[config.mk]
export PLATFORM = sky130hd
export DESIGN_NAME = rggen_apb_requester_flat
export DESIGN_NICKNAME = d
export VERILOG_FILES = /design/src/rtl/rggen_apb_requester_if.sv /design/src/rtl/rggen_apb_requester.sv /design/src/flat_wrapper.sv
export SDC_FILE = /design/constraint.sdc
export NUM_CORES = 1
export LEC_CHECK = 0
export ABC_AREA = 1
export BUFFER_PORTS_ARGS = -buffer_cell sky130_fd_sc_hd__buf_4
export CAP_MARGIN = 5
export CELL_PAD_IN_SITES_DETAIL_PLACEMENT = 2
export CELL_PAD_IN_SITES_GLOBAL_PLACEMENT = 2
export CORE_ASPECT_RATIO = 1.25
export CORE_MARGIN = 3
export CORE_UTILIZATION = 23
export CTS_CLUSTER_DIAMETER = 40
export CTS_CLUSTER_SIZE = 40
export DETAILED_ROUTE_END_ITERATION = 7
export PLACE_DENSITY_LB_ADDON = 0.1
export SLEW_MARGIN = 0
export SYNTH_ARGS = -nofsm -noshare
export SYNTH_HDL_FRONTEND = slang
export SYNTH_SLANG_ARGS = --single-unit
[constraint.sdc]
create_clock -name clk -period 2.2 [get_ports clk]
set_clock_uncertainty 0.2 [all_clocks]
set_input_delay 0.55 -clock clk [delete_from_list [all_inputs] [get_ports clk]]
set_output_delay 0.55 -clock clk [all_outputs]
set_load 0.005 [all_outputs]
[src/rtl/rggen_apb_requester_if.sv]
// rggen_apb_requester_if: APB4 request/completion signal bundle between requester and completer
interface rggen_apb_requester_if #(
    parameter int ADDRESS_WIDTH = 16,
    parameter int DATA_WIDTH    = 32
);
    logic [ADDRESS_WIDTH-1:0]  paddr;
    logic [2:0]                pprot;
    logic                      psel;
    logic                      penable;
    logic                      pwrite;
    logic [DATA_WIDTH-1:0]     pwdata;
    logic [DATA_WIDTH/8-1:0]   pstrb;
    logic                      pready;
    logic [DATA_WIDTH-1:0]     prdata;
    logic                      pslverr;

    modport master (
        output paddr, pprot, psel, penable, pwrite, pwdata, pstrb,
        input  pready, prdata, pslverr
    );

    modport slave (
        input  paddr, pprot, psel, penable, pwrite, pwdata, pstrb,
        output pready, prdata, pslverr
    );
endinterface

[src/rtl/rggen_apb_requester.sv]
// rggen_apb_requester: APB4 requester turning single register commands into SETUP/ACCESS transfers
module rggen_apb_requester #(
    parameter int         ADDRESS_WIDTH  = 16,
    parameter int         DATA_WIDTH     = 32,
    parameter logic [2:0] PPROT_VALUE    = 3'b000,
    parameter int         TIMEOUT_CYCLES = 256
) (
    input  logic                      clk,
    input  logic                      rst_n,
    input  logic                      i_command_valid,
    output logic                      o_command_ready,
    input  logic                      i_write,
    input  logic [ADDRESS_WIDTH-1:0]  i_address,
    input  logic [DATA_WIDTH/8-1:0]   i_strobe,
    input  logic [DATA_WIDTH-1:0]     i_write_data,
    output logic                      o_response_valid,
    input  logic                      i_response_ready,
    output logic [DATA_WIDTH-1:0]     o_read_data,
    output logic [1:0]                o_status,
    rggen_apb_requester_if.master     apb
);
    localparam int CW = (TIMEOUT_CYCLES > 0) ? $clog2(TIMEOUT_CYCLES + 1) : 1;
    localparam logic [CW-1:0] CNT_LAST = CW'(TIMEOUT_CYCLES - 1);
    localparam logic [CW-1:0] CNT_MAX  = '1;

    typedef enum logic [1:0] {IDLE, SETUP, ACCESS, RESPONSE} state_t;

    state_t                    state_q;
    logic                      ready_q;
    logic                      psel_q;
    logic                      penable_q;
    logic                      write_q;
    logic [ADDRESS_WIDTH-1:0]  addr_q;
    logic [DATA_WIDTH/8-1:0]   strb_q;
    logic [DATA_WIDTH-1:0]     wdata_q;
    logic [CW-1:0]             cnt_q;
    logic                      rvalid_q;
    logic [DATA_WIDTH-1:0]     rdata_q;
    logic [1:0]                status_q;
    logic                      timeout_hit;

    // A waiting completer is abandoned once the last allowed ACCESS cycle passes without pready
    assign timeout_hit = (TIMEOUT_CYCLES != 0) && (cnt_q == CNT_LAST);

    // Transfer sequencer; every bus and handshake output is a register of this FSM
    always_ff @(posedge clk or negedge rst_n) begin
        if (!rst_n) begin
            state_q   <= IDLE;
            ready_q   <= 1'b1;
            psel_q    <= 1'b0;
            penable_q <= 1'b0;
            write_q   <= 1'b0;
            addr_q    <= '0;
            strb_q    <= '0;
            wdata_q   <= '0;
            cnt_q     <= '0;
            rvalid_q  <= 1'b0;
            rdata_q   <= '0;
            status_q  <= 2'b00;
        end else begin
            case (state_q)
                IDLE: begin
                    if (i_command_valid) begin
                        state_q <= SETUP;
                        ready_q <= 1'b0;
                        psel_q  <= 1'b1;
                        write_q <= i_write;
                        addr_q  <= i_address;
                        strb_q  <= i_write ? i_strobe : '0;
                        wdata_q <= i_write_data;
                        cnt_q   <= '0;
                    end
                end
                SETUP: begin
                    state_q   <= ACCESS;
                    penable_q <= 1'b1;
                end
                ACCESS: begin
                    if (apb.pready || timeout_hit) begin
                        state_q   <= RESPONSE;
                        psel_q    <= 1'b0;
                        penable_q <= 1'b0;
                        rvalid_q  <= 1'b1;
                        status_q  <= apb.pready ? {apb.pslverr, 1'b0} : 2'b11;
                        rdata_q   <= (apb.pready && !write_q && !apb.pslverr) ? apb.prdata : '0;
                    end else if (cnt_q != CNT_MAX) begin
                        cnt_q <= cnt_q + 1'b1;
                    end
                end
                RESPONSE: begin
                    if (i_response_ready) begin
                        state_q  <= IDLE;
                        rvalid_q <= 1'b0;
                        ready_q  <= 1'b1;
                    end
                end
            endcase
        end
    end

    assign o_command_ready  = ready_q;
    assign o_response_valid = rvalid_q;
    assign o_read_data      = rdata_q;
    assign o_status         = status_q;
    assign apb.paddr        = addr_q;
    assign apb.pprot        = psel_q ? PPROT_VALUE : 3'b000;
    assign apb.psel         = psel_q;
    assign apb.penable      = penable_q;
    assign apb.pwrite       = write_q;
    assign apb.pwdata       = wdata_q;
    assign apb.pstrb        = strb_q;
endmodule

[src/flat_wrapper.sv]
// flat-port wrapper written by rule: the top's interface ports become plain ports
module rggen_apb_requester_flat 
#(
    parameter int         ADDRESS_WIDTH  = 16,
    parameter int         DATA_WIDTH     = 32,
    parameter logic [2:0] PPROT_VALUE    = 3'b000,
    parameter int         TIMEOUT_CYCLES = 256
)
  (clk, rst_n, i_command_valid, o_command_ready, i_write, i_address, i_strobe, i_write_data, o_response_valid, i_response_ready, o_read_data, o_status, apb_paddr, apb_pprot, apb_psel, apb_penable, apb_pwrite, apb_pwdata, apb_pstrb, apb_pready, apb_prdata, apb_pslverr);
  rggen_apb_requester_if #(.ADDRESS_WIDTH(ADDRESS_WIDTH), .DATA_WIDTH(DATA_WIDTH)) apb_i ();
  input  logic clk;
  input  logic rst_n;
  input  logic i_command_valid;
  output logic o_command_ready;
  input  logic i_write;
  input  logic [ADDRESS_WIDTH-1:0] i_address;
  input  logic [DATA_WIDTH/8-1:0] i_strobe;
  input  logic [DATA_WIDTH-1:0] i_write_data;
  output logic o_response_valid;
  input  logic i_response_ready;
  output logic [DATA_WIDTH-1:0] o_read_data;
  output logic [1:0] o_status;
  output wire logic [$bits(apb_i.paddr)-1:0] apb_paddr;
  output wire logic [$bits(apb_i.pprot)-1:0] apb_pprot;
  output wire logic [$bits(apb_i.psel)-1:0] apb_psel;
  output wire logic [$bits(apb_i.penable)-1:0] apb_penable;
  output wire logic [$bits(apb_i.pwrite)-1:0] apb_pwrite;
  output wire logic [$bits(apb_i.pwdata)-1:0] apb_pwdata;
  output wire logic [$bits(apb_i.pstrb)-1:0] apb_pstrb;
  input wire logic [$bits(apb_i.pready)-1:0] apb_pready;
  input wire logic [$bits(apb_i.prdata)-1:0] apb_prdata;
  input wire logic [$bits(apb_i.pslverr)-1:0] apb_pslverr;
  assign apb_paddr = apb_i.paddr;
  assign apb_pprot = apb_i.pprot;
  assign apb_psel = apb_i.psel;
  assign apb_penable = apb_i.penable;
  assign apb_pwrite = apb_i.pwrite;
  assign apb_pwdata = apb_i.pwdata;
  assign apb_pstrb = apb_i.pstrb;
  assign apb_i.pready = apb_pready;
  assign apb_i.prdata = apb_prdata;
  assign apb_i.pslverr = apb_pslverr;
  rggen_apb_requester #(.ADDRESS_WIDTH(ADDRESS_WIDTH), .DATA_WIDTH(DATA_WIDTH), .PPROT_VALUE(PPROT_VALUE), .TIMEOUT_CYCLES(TIMEOUT_CYCLES)) u_core (.clk(clk), .rst_n(rst_n), .i_command_valid(i_command_valid), .o_command_ready(o_command_ready), .i_write(i_write), .i_address(i_address), .i_strobe(i_strobe), .i_write_data(i_write_data), .o_response_valid(o_response_valid), .i_response_ready(i_response_ready), .o_read_data(o_read_data), .o_status(o_status), .apb(apb_i));
endmodule
---- Word-level counts from Yosys, hierarchy flattened ----
Index checks and enable logic that the tools add are counted.
operators by class
  add/sub/neg operators ................... 1
  equality and inequality tests ........... 10
  muxes and demuxes ....................... 21
  reduce and logical (&&, ||, !) cells .... 18
operators with widths
  cell                                                                     count
  32-bit two-way mux                                                       1
  9-bit two-way mux                                                        3
  9-bit case mux with 2 select lines                                       1
  3-bit AND reduction                                                      4
  9-bit by 1-bit adder with 9-bit output, second input constant            1
  9-bit by 8-bit equality test with 1-bit output, second input constant    1
  9-bit inequality test, second input constant                             1
  2-bit two-way mux                                                        4
  1-bit case mux with 2 select lines                                       4
  2-bit case mux with 4 select lines                                       1
  2-bit nonzero test                                                       4
  1-bit two-way mux                                                        6
  2-bit inequality test, second input constant                             3
  2-bit AND reduction                                                      3
  2-bit equality test, second input constant                               2
  4-bit two-way mux                                                        1
  2-bit by 1-bit inequality test with 1-bit output, second input constant  2
  4-bit AND reduction                                                      1
  2-bit by 1-bit equality test with 1-bit output, second input constant    1
  1-bit logical AND                                                        2
  1-bit logical NOT                                                        2
  2-bit logical NOT                                                        1
  1-bit logical OR                                                         1
storage, ports and cells
  register bits ........................... 102
  input port bits ......................... 91
  output and inout bits ................... 94
  word-level logic and storage cells ...... 62

---- Depth between registers and ports, before layout ----
  depth in word-level cells ............... 4
  mapped depth ............................ 13
  gate-level depth less buffers ........... 12

---- Least setup slack after synthesis ----
OpenSTA, ideal clock, no wires.
  kind .................................... reg2reg
  start ................................... register u_core.cnt_q[0]
  end ..................................... register u_core.cnt_q[3]
  library setup time ...................... 0.118 ns
  arrival time ............................ 1.829 ns
  required time ........................... 1.882 ns
  path slack .............................. 0.053 ns
  cell stages (with the launch flop) ...... 14
  buffers on the path ..................... 1
  clock period less this slack ............ 2.147 ns
  cell sequence ........................... dfrtp_1 ha_1 nand2_1 inv_1 nand3_1 nor2_1 ha_1 nor2_1 nand2_1 a21oi_2 inv_2 buf_6 nand2_1 o21ai_2
between the ends
  longest elaborated chain between the ends .. 4
  elaborated cells on any way between the ends .. 10
  those cells by class .................... 1 x add/sub; 4 x eq/ne; 3 x mux; 2 x reduce/logical
ends and longest elaborated chain
  item                                                                                                      line                                                  text
  start: declaration                                                                                        rggen_apb_requester.sv:36                             logic [CW-1:0] cnt_q;
  start signal: assignment                                                                                  rggen_apb_requester.sv:87                             cnt_q <= cnt_q + 1'b1;
  9-bit by 1-bit adder with 9-bit output or 9-bit by 8-bit equality test with 1-bit output (tied branches)  rggen_apb_requester.sv:87, rggen_apb_requester.sv:43
  9-bit two-way mux or 1-bit logical OR (tied branches)                                                     rggen_apb_requester.sv:86, rggen_apb_requester.sv:79
  9-bit two-way mux or 2-bit inequality test (tied branches)                                                n/a
  9-bit case mux with 2 select lines or 4-bit AND reduction (tied branches)                                 n/a
Several ways; a longest one is shown, not always the timed one. The select of a mux whose other input is x is not followed.
A chain may end at the register's enable or synchronous reset.

---- Final worst setup path ----
  start ................................... register u_core.cnt_q[1]
  end ..................................... register u_core.cnt_q[0]
between the ends
  longest elaborated chain between the ends .. 4
  elaborated cells on any way between the ends .. 6
  those cells by class .................... 4 x eq/ne; 2 x reduce/logical
ends and longest elaborated chain
  item                                            line                       text
  9-bit by 8-bit equality test with 1-bit output  rggen_apb_requester.sv:43  assign timeout_hit = (TIMEOUT_CYCLES != 0) && (cnt_q == CNT_LAST);
  1-bit logical OR                                rggen_apb_requester.sv:79  if (apb.pready || timeout_hit) begin
  2-bit inequality test (no source line)          n/a
  4-bit AND reduction (no source line) *          n/a
Every way passes the cells marked *; elsewhere a longest branch is shown, timed or not.

==> metrics.md <==
| Metric | Value |
|---|---|
| Relative slew slack | 63.9% |
| Share of layout cells above drive strength 1 | 34.2% |
| Slowest stage cell, crit path | dfrtp_1 |
| Highest Clock Rate | 0.474 GHz |
| Max Buffers Root-to-Sink | 2 |
| Worst hold endpoint | u_core.apb.pwdata[12] |
| CTS tree | yes |
| Layout Utilization | 35.7% |
| # rows | 54 |
| DR pass1 iterations | 4 |
| Post-Synth Simple-Gate Area | 29.8% |
| Quantity of I/O buffers inserted on ports | 181 |
| Hold Crit Depth | 3 |
| Final net count | 778 |
| Post-Route WL | 14,600 um |
| WL/cell | 16.1 um |
| R2R Path End | u_core.cnt_q[0] |
| # fillers | 2,014 |
| Synth-to-layout area growth | 50.3% |
| Leak | 0.00343 uW |
| Antenna violations before repair | 0 |
| R2r setup slk | 0.09 ns |
| Vias in the first global route | 4,438 |
| Gate Count Post-Synth | 492 |
| Gp weighted congestion | 0.715 |
| DP Wirelength | 10,800 um |
| Die Area | 20,000 um^2 |
| Worst slew pin tran | 0.542 ns |
| Starting density of the core | 23.8% |
| CP Launch Type | flop |
| CTS buffer count | 9 |
| Mux share of post-synthesis cell area | 0% |
| Final Hold Vio Count | 0 |
| Diodes inserted | 0 |
| Reg2reg start | u_core.cnt_q[1] |
| Max incr delay on CP | 0.40 ns |
| Placed Cells | 888 |
| Final count of pins violating max slew | 0 |
| Post-synthesis compound-gate area fraction | 2.88% |
| DRT iter0 DRCs | 109 |
| Setup crit end kind | flop |
| Pre-CTS setup slack | -0.0445 ns |
| Mapped Area | 4210 um^2 |
| Largest family of logic cells by synthesized area | simple AND/OR/NAND/NOR gates |
| Most frequent cells in the layout | 254 x nand2_1, 191 x buf_4, 100 x dfrtp_1 |
| Yosys cell types | 24 |
| Synth Area in XOR/XNOR | 0% |
| Max Cap Viol | 0 |
| I/O pin count | 185 |
| Synth Area in Adders | 2.08% |
| Core area | 17,700 um^2 |
| CTS clock-pin slew for the worst setup and hold paths | 0.07 ns |
| WP data arrival | 2.15 ns |
| Worst-path cell chain | ha_2 -> nand2_2 -> inv_2 -> nand3_4 -> nor2_4 -> ha_4 -> nor2_4 -> nand2_2 -> a21oi_4 -> buf_6 -> inv_4 -> nand2_1 -> o21ai_1 |
| Mean Syn Cell Area | 8.56 um^2 |
| Outcome | complete, no violations |
| HP Class | input pin to flop |
| Total number of vias | 3,998 |
| Most common cell after layout, fill and taps aside | nand2_1 |
| Power, Total | 7780 uW |
| Largest net degree at the start of global routing | 57 |
| Detailed-route vias per instance | 4.40 |
| Final min period | 2.11 ns |
| CTS root buffer | clkbuf_16 |
| Worst-Skew Late Latency | 0.35 ns |
| Crit path kind | flop to flop |
| CP required | 2.24 ns |
| Sequential element share of the synthesized area | 60.7% |
| Final setup TNS | 0 ns |
| Post-DRT Antenna Nets | 0 |
| Setup violations, final | 0 |
| Worst reg-to-reg path cell count | 13 |
| Cell Pwr Density | 1230 nW/um^2 |
| Register bit total from synthesis | 102 |
| Final worst path period share | 95.9% |
| CP max FO | 6 |
| Sink Count | 102 |
| Launch point of the worst hold path | i_write_data[12] |
| Global-route wire length before repair | 23,300 um |
| Synth warn | 0 |
| Worst setup margin | 0.0903 ns |
| Max VDD drop | 0.412 mV |
| CP bufs+invs | 3 |
| Overflow after GRT | 0 |
| Global Route Usage Sum | 14.8% |
| Crit path max-delay family | simple AND/OR/NAND/NOR gates |
| Non-filler cells in the finished layout | 909 |
| DR DRC count | 0 |
| H-tree Lvls | 3 |
| Die Y | 157 um |
| Chip width | 127 um |
layer usage:
| metal | vias up | GRT usage (%) | part of all wire (%) |
|---|---|---|---|
| met5 | - | 0 | 0 |
| met4 | 0 | 4.75 | 1.6 |
| met3 | 15 | 6.38 | 8.5 |
| met2 | 115 | 25.1 | 51 |
| met1 | 1977 | 16.9 | 38 |
| li1 | 1891 | - | - |
cell usage after synthesis:
master	count	area share, %
nand2_1	258	23
dfrtp_1	101	60
nand3_1	42	5.0
clkbuf_1	16	1.4
inv_1	16	1.4
o21ai_0	14	1.7
nor2_1	12	1.1
ha_1	7	2.1
buf_2	5	0.59
buf_4	3	0.53
inv_2	2	0.18
nand4_1	2	0.30
o21ai_1	2	0.24
o21ai_2	2	0.42
a21oi_2	1	0.21
buf_6	1	0.27
clkinv_1	1	0.089
conb_1	1	0.089
dfstp_2	1	0.62
nor2_2	1	0.15
nor3_1	1	0.12
o21a_1	1	0.18
o21bai_1	1	0.18
or2_2	1	0.15
where the power goes:
part / total [uW] / internal [uW] / switching [uW]
clock: 1610 / 886 / 723
combinational: 3150 / 1520 / 1630
sequential: 3010 / 2600 / 414
kinds of logic after synthesis:
kind of cell    Yosys count
simple gates            317
flops                   102
buf+inv                  44
compound gates           21
fa+ha+maj                 7
other cells               1
what timing repair did:
item | CTS | global route
resized for setup | 3 | 19
hold buffers | 1 | 0
endpoints found under the setup margin | 41 | 44
pin swaps | 0 | 4
hold endpoints to repair | 25 | 0
cloned | 0 | 1
setup buffers | 0 | 3
tightest hold or removal path, delay by kind of cell:
family / cells / cell delay (ns)
buffers and inverters: 1 / 0.07
AND/OR/NAND/NOR: 2 / 0.08
per-stage QoR:
step	hold WS, ns	area [um^2]
2_1_floorplan	0.0544	4220
3_3_place_gp	0.253	5920
3_5_place_dp	0.264	5920
4_1_cts	0.171	6230
5_1_grt	0.180	6330
6_report	0.187	6330
cell type report:
type	count	area [um^2]	share of cell area, %
clock buffers	11	233	3.68
clock inverters	5	61.3	0.969
inverters	19	76.3	1.21
multi-input cells	348	1540	24.3
flip-flops and latches	102	2550	40.4
well taps	224	280	4.43
repair buffers	199	1580	24.9
repair inverters	1	6.26	0.0989
worst max path at each step:
stage	startpoint	to	slack (ns)	cells after the start
CTS	u_core.cnt_q[1]	u_core.cnt_q[6]	0.006	12
global placement	u_core.cnt_q[1]	u_core.cnt_q[8]	0.1	12
finish	u_core.cnt_q[1]	u_core.cnt_q[0]	0.09	13
floorplan	u_core.cnt_q[0]	u_core.cnt_q[3]	0.05	13
detailed placement	u_core.cnt_q[1]	u_core.cnt_q[6]	-0.04	12
global route	u_core.cnt_q[1]	u_core.cnt_q[6]	-0.03	12
sequential cells by signal, indices dropped and copies added (netlist names):
name                     cells
u_core.o_command_ready       1
u_core.o_response_valid      1
u_core.apb.paddr            16
u_core.apb.pwdata           32
u_core.o_status              2
u_core.state_q               2
u_core.apb.penable           1
u_core.o_read_data          32
u_core.apb.psel              1
u_core.cnt_q                 9
u_core.apb.pstrb             4
u_core.apb.pwrite            1
Note: power is estimated with default switching activity, not from simulation.
